### src/rtl/control_pkg.sv
// Shared types and encodings for the RV32I pipeline control unit.
package control_pkg;

  localparam int unsigned CTRL_ALU_W = 4;

  localparam logic [6:0] OP_R      = 7'b0110011;
  localparam logic [6:0] OP_I      = 7'b0010011;
  localparam logic [6:0] OP_LOAD   = 7'b0000011;
  localparam logic [6:0] OP_STORE  = 7'b0100011;
  localparam logic [6:0] OP_BRANCH = 7'b1100011;
  localparam logic [6:0] OP_JAL    = 7'b1101111;
  localparam logic [6:0] OP_JALR   = 7'b1100111;
  localparam logic [6:0] OP_LUI    = 7'b0110111;
  localparam logic [6:0] OP_AUIPC  = 7'b0010111;

  localparam logic [3:0] ALU_ADD  = 4'd0;
  localparam logic [3:0] ALU_SUB  = 4'd1;
  localparam logic [3:0] ALU_SLL  = 4'd2;
  localparam logic [3:0] ALU_SLT  = 4'd3;
  localparam logic [3:0] ALU_SLTU = 4'd4;
  localparam logic [3:0] ALU_XOR  = 4'd5;
  localparam logic [3:0] ALU_SRL  = 4'd6;
  localparam logic [3:0] ALU_SRA  = 4'd7;
  localparam logic [3:0] ALU_OR   = 4'd8;
  localparam logic [3:0] ALU_AND  = 4'd9;

  localparam logic [1:0] RES_ALU = 2'b00;
  localparam logic [1:0] RES_MEM = 2'b01;
  localparam logic [1:0] RES_PC4 = 2'b10;
  localparam logic [1:0] RES_MD  = 2'b11;

  localparam logic [2:0] IMM_I = 3'b000;
  localparam logic [2:0] IMM_S = 3'b001;
  localparam logic [2:0] IMM_B = 3'b010;
  localparam logic [2:0] IMM_U = 3'b011;
  localparam logic [2:0] IMM_J = 3'b100;

  typedef struct packed {
    logic                  valid;
    logic                  reg_write;
    logic                  mem_write;
    logic                  alu_src;
    logic                  branch;
    logic                  jump;
    logic [1:0]            result_src;
    logic [CTRL_ALU_W-1:0] alu_ctrl;
    logic                  is_md;
    logic [4:0]            rd;
    logic [4:0]            rs1;
    logic [4:0]            rs2;
  } ctrl_t;

  // alt selects SUB for funct3=000 and SRA for funct3=101
  function automatic logic [CTRL_ALU_W-1:0] alu_code(input logic [2:0] f3, input logic alt);
    case (f3)
      3'b000:  return alt ? ALU_SUB : ALU_ADD;
      3'b001:  return ALU_SLL;
      3'b010:  return ALU_SLT;
      3'b011:  return ALU_SLTU;
      3'b100:  return ALU_XOR;
      3'b101:  return alt ? ALU_SRA : ALU_SRL;
      3'b110:  return ALU_OR;
      default: return ALU_AND;
    endcase
  endfunction

endpackage

### src/rtl/instr_decoder.sv
// Combinational ID-stage decoder: instruction word to control bundle,
// immediate format and illegal flag.
module instr_decoder
  import control_pkg::*;
#(
  parameter int unsigned ALUCTRL_W = 4,
  parameter int unsigned M_EXT     = 1
) (
  input  logic [31:0] instr_d,
  input  logic        valid_d,
  output ctrl_t       ctrl_d,
  output logic [2:0]  imm_src_d,
  output logic        illegal_d
);

  localparam logic [CTRL_ALU_W-1:0] ALU_MASK = CTRL_ALU_W'((1 << ALUCTRL_W) - 1);

  logic [6:0] op;
  logic [6:0] f7;
  logic [2:0] f3;
  logic       legal, use_rd, use_rs1, use_rs2;
  logic [2:0] imm;
  ctrl_t      c;

  assign op = instr_d[6:0];
  assign f3 = instr_d[14:12];
  assign f7 = instr_d[31:25];

  always_comb begin
    c       = '0;
    imm     = IMM_I;
    legal   = 1'b0;
    use_rd  = 1'b0;
    use_rs1 = 1'b0;
    use_rs2 = 1'b0;
    case (op)
      OP_R: begin
        {use_rd, use_rs1, use_rs2} = 3'b111;
        c.reg_write = 1'b1;
        if (f7 == 7'h00 || (f7 == 7'h20 && (f3 == 3'b000 || f3 == 3'b101))) begin
          legal      = 1'b1;
          c.alu_ctrl = alu_code(f3, f7[5]);
        end else if (M_EXT != 0 && f7 == 7'h01) begin
          legal        = 1'b1;
          c.is_md      = 1'b1;
          c.result_src = RES_MD;
          c.alu_ctrl   = {1'b0, f3};
        end
      end
      OP_I: begin
        {use_rd, use_rs1} = 2'b11;
        c.reg_write = 1'b1;
        c.alu_src   = 1'b1;
        // imm[10] only means "arithmetic" for shift-right; addi with a negative imm stays ADD
        c.alu_ctrl  = alu_code(f3, (f3 == 3'b101) & f7[5]);
        legal = (f3 == 3'b001) ? (f7 == 7'h00) :
                (f3 == 3'b101) ? (f7 == 7'h00 || f7 == 7'h20) : 1'b1;
      end
      OP_LOAD: begin
        {use_rd, use_rs1} = 2'b11;
        c.reg_write  = 1'b1;
        c.alu_src    = 1'b1;
        c.result_src = RES_MEM;
        legal = (f3 != 3'b011) && (f3 != 3'b110) && (f3 != 3'b111);
      end
      OP_STORE: begin
        {use_rs1, use_rs2} = 2'b11;
        c.mem_write = 1'b1;
        c.alu_src   = 1'b1;
        imm         = IMM_S;
        legal       = (f3 < 3'd3);
      end
      OP_BRANCH: begin
        {use_rs1, use_rs2} = 2'b11;
        c.branch   = 1'b1;
        c.alu_ctrl = ALU_SUB;
        imm        = IMM_B;
        legal      = (f3 != 3'b010) && (f3 != 3'b011);
      end
      OP_JAL: begin
        use_rd       = 1'b1;
        c.jump       = 1'b1;
        c.reg_write  = 1'b1;
        c.result_src = RES_PC4;
        imm          = IMM_J;
        legal        = 1'b1;
      end
      OP_JALR: begin
        {use_rd, use_rs1} = 2'b11;
        c.jump       = 1'b1;
        c.reg_write  = 1'b1;
        c.alu_src    = 1'b1;
        c.result_src = RES_PC4;
        legal        = (f3 == 3'b000);
      end
      OP_LUI, OP_AUIPC: begin
        use_rd      = 1'b1;
        c.reg_write = 1'b1;
        c.alu_src   = 1'b1;
        imm         = IMM_U;
        legal       = 1'b1;
      end
      default: ;
    endcase
    c.alu_ctrl = c.alu_ctrl & ALU_MASK;
    if (legal && valid_d) begin
      c.valid   = 1'b1;
      c.rd      = use_rd  ? instr_d[11:7]  : 5'd0;
      c.rs1     = use_rs1 ? instr_d[19:15] : 5'd0;
      c.rs2     = use_rs2 ? instr_d[24:20] : 5'd0;
      ctrl_d    = c;
      imm_src_d = imm;
    end else begin
      ctrl_d    = '0;
      imm_src_d = IMM_I;
    end
    illegal_d = valid_d & ~legal;
  end

endmodule

### src/rtl/pipeline_control_unit.sv
// Pipeline controller: ID decode, EX/MEM/WB control registers, stall/flush/
// forward generation and the multi-cycle MUL/DIV sequencer.
module pipeline_control_unit
  import control_pkg::*;
#(
  parameter int unsigned ALUCTRL_W = 4,
  parameter int unsigned M_EXT     = 1,
  parameter int unsigned FWD_EN    = 1
) (
  input  logic        clk,
  input  logic        rst,
  input  logic [31:0] instr_d,
  input  logic        valid_d,
  input  logic        pcsrc_e,
  input  logic        md_done,
  output ctrl_t       ctrl_e,
  output ctrl_t       ctrl_m,
  output ctrl_t       ctrl_w,
  output logic [2:0]  imm_src_d,
  output logic        illegal_d,
  output logic        stall_f,
  output logic        stall_d,
  output logic        flush_d,
  output logic        flush_e,
  output logic [1:0]  fwd_a_e,
  output logic [1:0]  fwd_b_e,
  output logic        md_start
);

  typedef enum logic {IDLE, BUSY} md_state_t;

  md_state_t state, state_nx;
  ctrl_t     ctrl_d;
  logic      rst_q, quiet, md_in_e, md_hold, e_hold, load_use, raw, hazard;

  instr_decoder #(.ALUCTRL_W(ALUCTRL_W), .M_EXT(M_EXT)) u_dec (
    .instr_d  (instr_d),
    .valid_d  (valid_d),
    .ctrl_d   (ctrl_d),
    .imm_src_d(imm_src_d),
    .illegal_d(illegal_d)
  );

  function automatic logic hit(input ctrl_t s, input logic [4:0] r);
    return s.valid & s.reg_write & (s.rd != 5'd0) & (s.rd == r);
  endfunction

  function automatic logic [1:0] fwd_sel(input ctrl_t m, input ctrl_t w, input logic [4:0] r);
    if (hit(m, r))      return 2'b10;
    else if (hit(w, r)) return 2'b01;
    else                return 2'b00;
  endfunction

  always_comb begin
    // hazard outputs are masked during reset and for one cycle afterwards
    quiet    = rst | rst_q;
    md_in_e  = (M_EXT != 0) & ctrl_e.valid & ctrl_e.is_md;
    // the start cycle holds E too, so the MD op never leaves EX before md_done
    md_hold  = ((state == IDLE) & md_in_e) | ((state == BUSY) & ~md_done);
    load_use = ctrl_e.valid & (ctrl_e.result_src == RES_MEM) & (ctrl_e.rd != 5'd0) &
               ((ctrl_e.rd == ctrl_d.rs1) | (ctrl_e.rd == ctrl_d.rs2));
    raw      = (FWD_EN == 0) & (hit(ctrl_e, ctrl_d.rs1) | hit(ctrl_e, ctrl_d.rs2) |
                                hit(ctrl_m, ctrl_d.rs1) | hit(ctrl_m, ctrl_d.rs2));
    hazard   = load_use | raw;
    stall_f  = ~quiet & ~pcsrc_e & (hazard | md_hold);
    stall_d  = stall_f;
    flush_d  = ~quiet & pcsrc_e;
    flush_e  = ~quiet & (pcsrc_e | (hazard & ~md_hold));
    e_hold   = md_hold & ~flush_d;
    md_start = ~quiet & (state == IDLE) & md_in_e;
    fwd_a_e  = '0;
    fwd_b_e  = '0;
    if (FWD_EN != 0 && !quiet) begin
      fwd_a_e = fwd_sel(ctrl_m, ctrl_w, ctrl_e.rs1);
      fwd_b_e = fwd_sel(ctrl_m, ctrl_w, ctrl_e.rs2);
    end
  end

  always_comb begin
    state_nx = state;
    case (state)
      IDLE:    if (md_in_e) state_nx = BUSY;
      BUSY:    if (md_done) state_nx = IDLE;
      default: state_nx = IDLE;
    endcase
  end

  always_ff @(posedge clk) begin
    if (rst) begin
      state  <= IDLE;
      rst_q  <= 1'b1;
      ctrl_e <= '0;
      ctrl_m <= '0;
      ctrl_w <= '0;
    end else begin
      state  <= state_nx;
      rst_q  <= 1'b0;
      if (!e_hold) ctrl_e <= flush_e ? '0 : ctrl_d;
      ctrl_m <= e_hold ? '0 : ctrl_e;
      ctrl_w <= ctrl_m;
    end
  end

endmodule
### config.mk
export PLATFORM = sky130hd
export DESIGN_NAME = pipeline_control_unit
export DESIGN_NICKNAME = d
export VERILOG_FILES = /design/src/rtl/control_pkg.sv /design/src/rtl/instr_decoder.sv /design/src/rtl/pipeline_control_unit.sv
export SDC_FILE = /design/constraint.sdc
export NUM_CORES = 1
export LEC_CHECK = 0
export ABC_AREA = 1
export CORE_ASPECT_RATIO = 0.9
export CORE_UTILIZATION = 45
export DETAILED_ROUTE_END_ITERATION = 16
export GPL_TIMING_DRIVEN = 0
export PLACE_DENSITY = 0.81
export SLEW_MARGIN = 5
export SYNTH_ARGS = -nofsm -noshare
export SYNTH_HDL_FRONTEND = slang
export SYNTH_SLANG_ARGS = --single-unit
### constraint.sdc
create_clock -name clk -period 3.5 [get_ports clk]
set_clock_uncertainty 0.2 [all_clocks]
set_input_delay 0.7 -clock clk [delete_from_list [all_inputs] [get_ports clk]]
set_output_delay 0.7 -clock clk [all_outputs]
set_load 0.01 [all_outputs]
Word-level counts from Yosys, hierarchy flattened:

Cells that the tools add are included.

* word-level logic and storage cells: 166
* register bits after elaboration: 86
* input bits: 37
* output and inout port bits: 97
* bits in writable memories: 0
* memories: 0
* memory bits (read-only): 0
* bits in latches: 0

* add/subtract/negate cells: 0
* $lt $le $gt $ge: 1
* mux-type cells: 42
* div/mod/pow operators: 0
* shift operators: 0
* multiply operators: 0
* reductions and logical operators: 21
* bitwise gates (word level): 36
* equality and inequality tests: 28

Operators with widths (number)
* 2-to-1 mux 28 bit: 2
* case mux 4 bit (7 select lines): 2
* == test 5 bit: 6
* == test 7 x 6 -> 1 bit (second input constant): 4
* AND 1 bit: 24
* 2-to-1 mux 1 bit: 22
* == test 7 bit (second input constant): 3
* 2-to-1 mux 5 bit: 3
* nonzero test 5 bit: 3
* == test 7 x 5 -> 1 bit (second input constant): 2
* case mux 3 bit (4 select lines): 1
* case mux 4 bit (3 select lines): 1
* OR reduction 6 bit: 2
* 2-to-1 mux 2 bit: 5
* == test 3 bit (second input constant): 3
* == test 7 x 1 -> 1 bit (second input constant): 1
* == test 7 x 2 -> 1 bit (second input constant): 1
* zero test 7 bit: 1
* 2-to-1 mux 7 bit: 1
* NOT 1 bit: 7
* case mux 1 bit (7 select lines): 1
* OR reduction 7 bit: 1
* == test 3 x 2 -> 1 bit (second input constant): 2
* != test 3 x 2 -> 1 bit (second input constant): 2
* other kinds (14): 28

Longest topological paths before layout:

Gate-level depths: netlist (run 1).

* depth in word-level cells: 15
* mapped depth: 23
* depth with buffers taken out: 19

Hierarchy:

A second synthesis (run 1) with hierarchy kept.

* cells, all modules: 607
* area total of the unflattened synthesis: 4231.6 um^2

By module, submodules not included
* pipeline_control_unit: seq. area each 1721.7 um^2, times used 1, cells an instance 424, area each 3280.6 um^2
* instr_decoder: seq. area each 0.0 um^2, times used 1, cells an instance 183, area each 950.9 um^2

Worst setup path before layout (run 1):

Ideal clock, no wire load.

* path type: input-to-output
* from: in instr_d[14]
* to: out stall_f
* buffers on the path: 3
* slack: 73 ps
* stages: 19
* required time: 2600 ps
* arrival time: 2527 ps
* path through: buf_2 inv_1 nand3_1 nand2_1 nand2_1 nand2_1 nand2_1 nand2_1 inv_2 nand2_4 buf_6 nand3_2 xor2_1 nor2_1 nand2_1 nand2_1 a21oi_1 nor3_1 buf_4

* word-level cells in the longest chain between the ends: 13
* elaborated cells on any way between the ends: 26
* those cells by class: 1 x order compare; 8 x eq/ne; 5 x mux; 4 x bitwise; 8 x reduce/logical

Ends and longest elaborated chain
* start, declared: RTL line pipeline_control_unit.sv:12 `input logic [31:0] instr_d,`
* == test 3 bit or zero test 3 bit (tied branches): RTL line instr_decoder.sv:40, instr_decoder.sv:57, instr_decoder.sv:94
* logical OR 1 bit: RTL line instr_decoder.sv:40 `if (f7 == 7'h00 || (f7 == 7'h20 && (f3 == 3'b000 || f3 == 3'b101))) begin`
* logical AND 1 bit: RTL line instr_decoder.sv:40
* logical OR 1 bit: RTL line instr_decoder.sv:40
* 2-to-1 mux 1 bit: RTL line instr_decoder.sv:40
* case mux 1 bit (7 select lines) (*): RTL line instr_decoder.sv:36 `case (op)`
* logical AND 1 bit (*): RTL line instr_decoder.sv:106 `if (legal && valid_d) begin`
* 2-to-1 mux 28 bit (*): RTL line instr_decoder.sv:106
* == test 5 bit
* OR 1 bit (*): RTL line pipeline_control_unit.sv:61 `((ctrl_e.rd == ctrl_d.rs1) | (ctrl_e.rd == ctrl_d.rs2));`
* AND 1 bit (*): RTL line pipeline_control_unit.sv:60 `load_use = ctrl_e.valid & (ctrl_e.result_src == RES_MEM) & (ctrl_e.rd != 5'd0) &`
* OR 1 bit (*): RTL line pipeline_control_unit.sv:65 `stall_f = ~quiet & ~pcsrc_e & (hazard | md_hold);`
* AND 1 bit (*): RTL line pipeline_control_unit.sv:65
* end, declared: RTL line pipeline_control_unit.sv:21 `output logic stall_f,`

Every way passes the cells marked *; elsewhere a longest branch is shown, timed or not.

Final worst setup path (run 1):

* from: in instr_d[2]
* to: out stall_d

* word-level cells in the longest chain between the ends: 10
* elaborated cells on any way between the ends: 25
* those cells by class: 11 x eq/ne; 6 x mux; 4 x bitwise; 4 x reduce/logical

Ends and longest elaborated chain
* == test 7 x 6 -> 1 bit (tied with other cells): RTL line instr_decoder.sv:36
* OR reduction 3 bit (no source line) or OR reduction 6 bit (tied branches)
* case mux 1 bit (7 select lines) or 2-to-1 mux 1 bit (tied branches): RTL line instr_decoder.sv:36
* logical AND 1 bit (tied with other cells): RTL line instr_decoder.sv:106
* 2-to-1 mux 28 bit (*): RTL line instr_decoder.sv:106
* == test 5 bit
* OR 1 bit (*): RTL line pipeline_control_unit.sv:61
* AND 1 bit (*): RTL line pipeline_control_unit.sv:60
* OR 1 bit (*): RTL line pipeline_control_unit.sv:65
* AND 1 bit (*): RTL line pipeline_control_unit.sv:65
* end, declared: RTL line pipeline_control_unit.sv:22 `output logic stall_d,`

Marks and branches as above.

==> impl_metrics.tcl, run 1 <==
set metrics [dict create \
    areaGrowthSynthToFinish_pct 49.5 \
    grt_overflow 0 \
    crit_family "simple AND/OR/NAND/NOR gates" \
    finish.utilization 0.691 \
    ant_nets 0 \
    synth_most_common_cell "nand2_1" \
    diodes 0 \
    clock_path_buffers 2 \
    grtUsageTotal 0.274 \
    worstPathMaxFanout 5 \
    via_count 4328 \
    tritoncts "done" \
    portBuffers 129 \
    gp_congestion 0.881 \
    reg2reg_to "ctrl_e[7]" \
    critical_path_buf_inv_count 5 \
    synth_seq_cells 86 \
    worstPathRequired_ps 2600 \
    whs_path_depth 2 \
    clock_latency_ps 360 \
    reg2regPathDepth 10 \
    p_leak_nw 2.42 \
    min_period_over_period 1.03 \
    crit_path_frequent_cell "nor2_1" \
    grt_pass1_vias 4111 \
    hp-start "ctrl_m[24]" \
    syn_area_sq_mm 0.00396 \
    synth_flop_cell "dfxtp_1" \
    status "complete, but fails checks" \
    numCtsBuffers 9 \
    syn_inst 583 \
    drv_slew 0 \
    grt_pass1_wl_um 19600 \
    reg2reg_from "ctrl_e[27]" \
    ys_top_cells_by_count "115 x nand2_1, 108 x nor2_1, 96 x inv_1" \
    drcViolationCount 0 \
    drtIter0Drc 254 \
    first_pass_iters 6 \
    path_cells "buf_8, inv_6, nand2_4, nor2_4, nand2_4, nor2_4, nor2_1, nor2_1, nand4_1, nand2_1, inv_1, nor2_1, nand2_1, nand2_2, a21oi_2, nor3_2, buf_4, buf_6" \
    crit_path_end_kind "primary output" \
    ir_drop_v 0.000165 \
    drive_above_1_share 0.172 \
    wl_per_cell_um 14.0 \
    rsz0062_at_grt "yes" \
    worst_pin_slew_ps 610 \
    coreArea_sq_mm 0.00857 \
    synthArstFlopShare 0 \
    dp_hpwl_um 9090 \
    path_clk_slew_ps 90 \
    root_buffer "clkbuf_8" \
    dieWidth_um 101 \
    power_mw 1.77 \
    ctsHoldBuffers 0 \
    crit_type "in2out" \
    pre_cts_slack_ps -1300 \
    holdPathEnd "ctrl_w[24]" \
    setup_ws_ps -91.2 \
    dieArea_sq_mm 0.00918 \
    start_util 0.462 \
    worst_path_max_delay_cell "nor2_1" \
    synth_fp_nets 620 \
    num_rows 32 \
    min-delay-path-class "reg2reg" \
    avgSynthCellArea_sq_um 6.79 \
    wirelength_um 12100 \
    stdcell_area_sq_mm 0.00592 \
    grt_start_max_net_pins 16 \
    synth-edff-count 0 \
    place_area_sq_mm 0.00540 \
    synth_cell_types 32 \
    power_density_mw_per_mm2 300 \
    r2r_setup_slack_ps 990 \
    htreeDepth 3 \
    setup-violations-final 2 \
    synth_area_leaders "dfxtp_1 43%, nand2_1 11%, nor2_1 10%" \
    max_cap_violations 0 \
    final_nets 782 \
    fin_tns_setup_ps -168 \
    hold_viol 0 \
    synth.yosys.seq_area_share 0.435 \
    arrival_ps 2690 \
    worst_setup_path_start_kind "input port" \
    fmax_mhz 278 \
    violations "negative setup slack" \
    slowest_delay_ps 250 \
    die_h_um 91.0 \
    yosysWarnings 0 \
    vias_per_cell 4.98 \
    grt_antenna_before_repair 0 \
    cts.sinks 86 \
    yosysTopAreaCell "dfxtp_1" \
    io_pins 134 \
    synth_top_cell_area_share 0.435 \
    max_slew_margin 0.594 \
    period_needed_ps 3590 \
]
## per-layer routing
layer | global-route usage | wire (um) | up-vias | share of wire
li1 | - | - | 2138 | -
met1 | 0.360 | 5380 | 1946 | 0.44
met2 | 0.445 | 5560 | 216 | 0.46
met3 | 0.0400 | 886 | 28 | 0.073
met4 | 0.117 | 308 | 0 | 0.025
met5 | 0 | 0 | - | 0
## cells by family after synthesis
group                     after synthesis  share of synthesized area
xor gates and xnor gates                8                     0.0177
AOI/OAI and AO/OA                      49                     0.0689
buffers and inverters                 131                      0.134
and+or+nand+nor                       309                      0.345
DFF                                    86                      0.435
## layout by cell type (no fill, tap or decap), types with 2 or more instances in the layout
master and n:
nand3_2 3, buf_2 13, buf_8 2, inv_2 7, inv_1 93, clkbuf_8 10
nor4_1 4, buf_6 9, buf_4 24, nand2_4 6, nor2_2 10, inv_6 4
clkbuf_4 4, nand2_2 15, nor2_4 11, nand3_1 19, xor2_1 5, xnor2_1 3
or2_2 2, nor3_1 3, o2111ai_1 3, clkinvlp_4 3, a21oi_1 35, nand4_1 39
nor2_1 93, dlymetal6s2s_1 2, clkdlybuf4s50_1 109, nand2_1 101, o21ai_0 3, clkbuf_1 13
a221oi_1 2, dfxtp_1 86
## stage by stage
step,hold WS (ps),std cells
floorplan,247,583
global placement,209,831
detailed placement,212,831
CTS,219,868
global route,230,869
finish,217,869
## power breakdown
part / leakage [nW] / internal, mW / switching (mW)
logic: 1.64 / 0.0595 / 0.0819
clock network: 0.0853 / 0.281 / 0.374
registers: 0.693 / 0.978 / 0.000559
total: 2.42 / 1.32 / 0.456
## sequential cells by signal, summed over array words and instances, names as in the netlist
register  cells
ctrl_w       28
state         1
ctrl_e       28
rst_q         1
ctrl_m       28
## worst min-delay path: stages, from the launching register on
cell and delay (ps):
dfxtp_1 320, inv_1 40, nor2_1 30
## worst max path at each step
stage	startpoint	to	slack (ps)	cells after the start
after floorplan	instr_d[14]	stall_f	70	19
after global placement	instr_d[5]	stall_f	-1410	18
after detailed placement	instr_d[5]	stall_f	-1300	18
after CTS	instr_d[3]	stall_d	-170	20
after global routing	instr_d[13]	stall_d	-250	21
final	instr_d[2]	stall_d	-90	18
## layout make-up
class | instances | area, sq um
clock buffers | 10 | 138
fillers | 760 | 2650
inverters | 103 | 399
multi-input cells | 366 | 1880
well taps | 119 | 149
clock inverters | 6 | 45.0
plain buffers | 26 | 129
repair buffers | 153 | 1460
flip-flops and latches | 86 | 1720
## repair_timing
action                     in CTS  in global routing
pin swaps                      30                 29
setup endpoints to repair       7                  7
cloned                          1                  0
gates resized for setup       109                 35
buffers inserted               21                  3
Note: power is estimated with default switching activity, not from simulation.
==> run 2: changes to the inputs <==
--- a/config.mk
+++ b/config.mk
@@ -6,6 +6,7 @@
 export NUM_CORES = 1
 export LEC_CHECK = 0
 export ABC_AREA = 1
+export CAP_MARGIN = 20
 export CORE_ASPECT_RATIO = 0.9
 export CORE_UTILIZATION = 45
 export DETAILED_ROUTE_END_ITERATION = 16
==> results of run 2 <==
The final DEF is identical to that of run 1; final timing and power are the same.
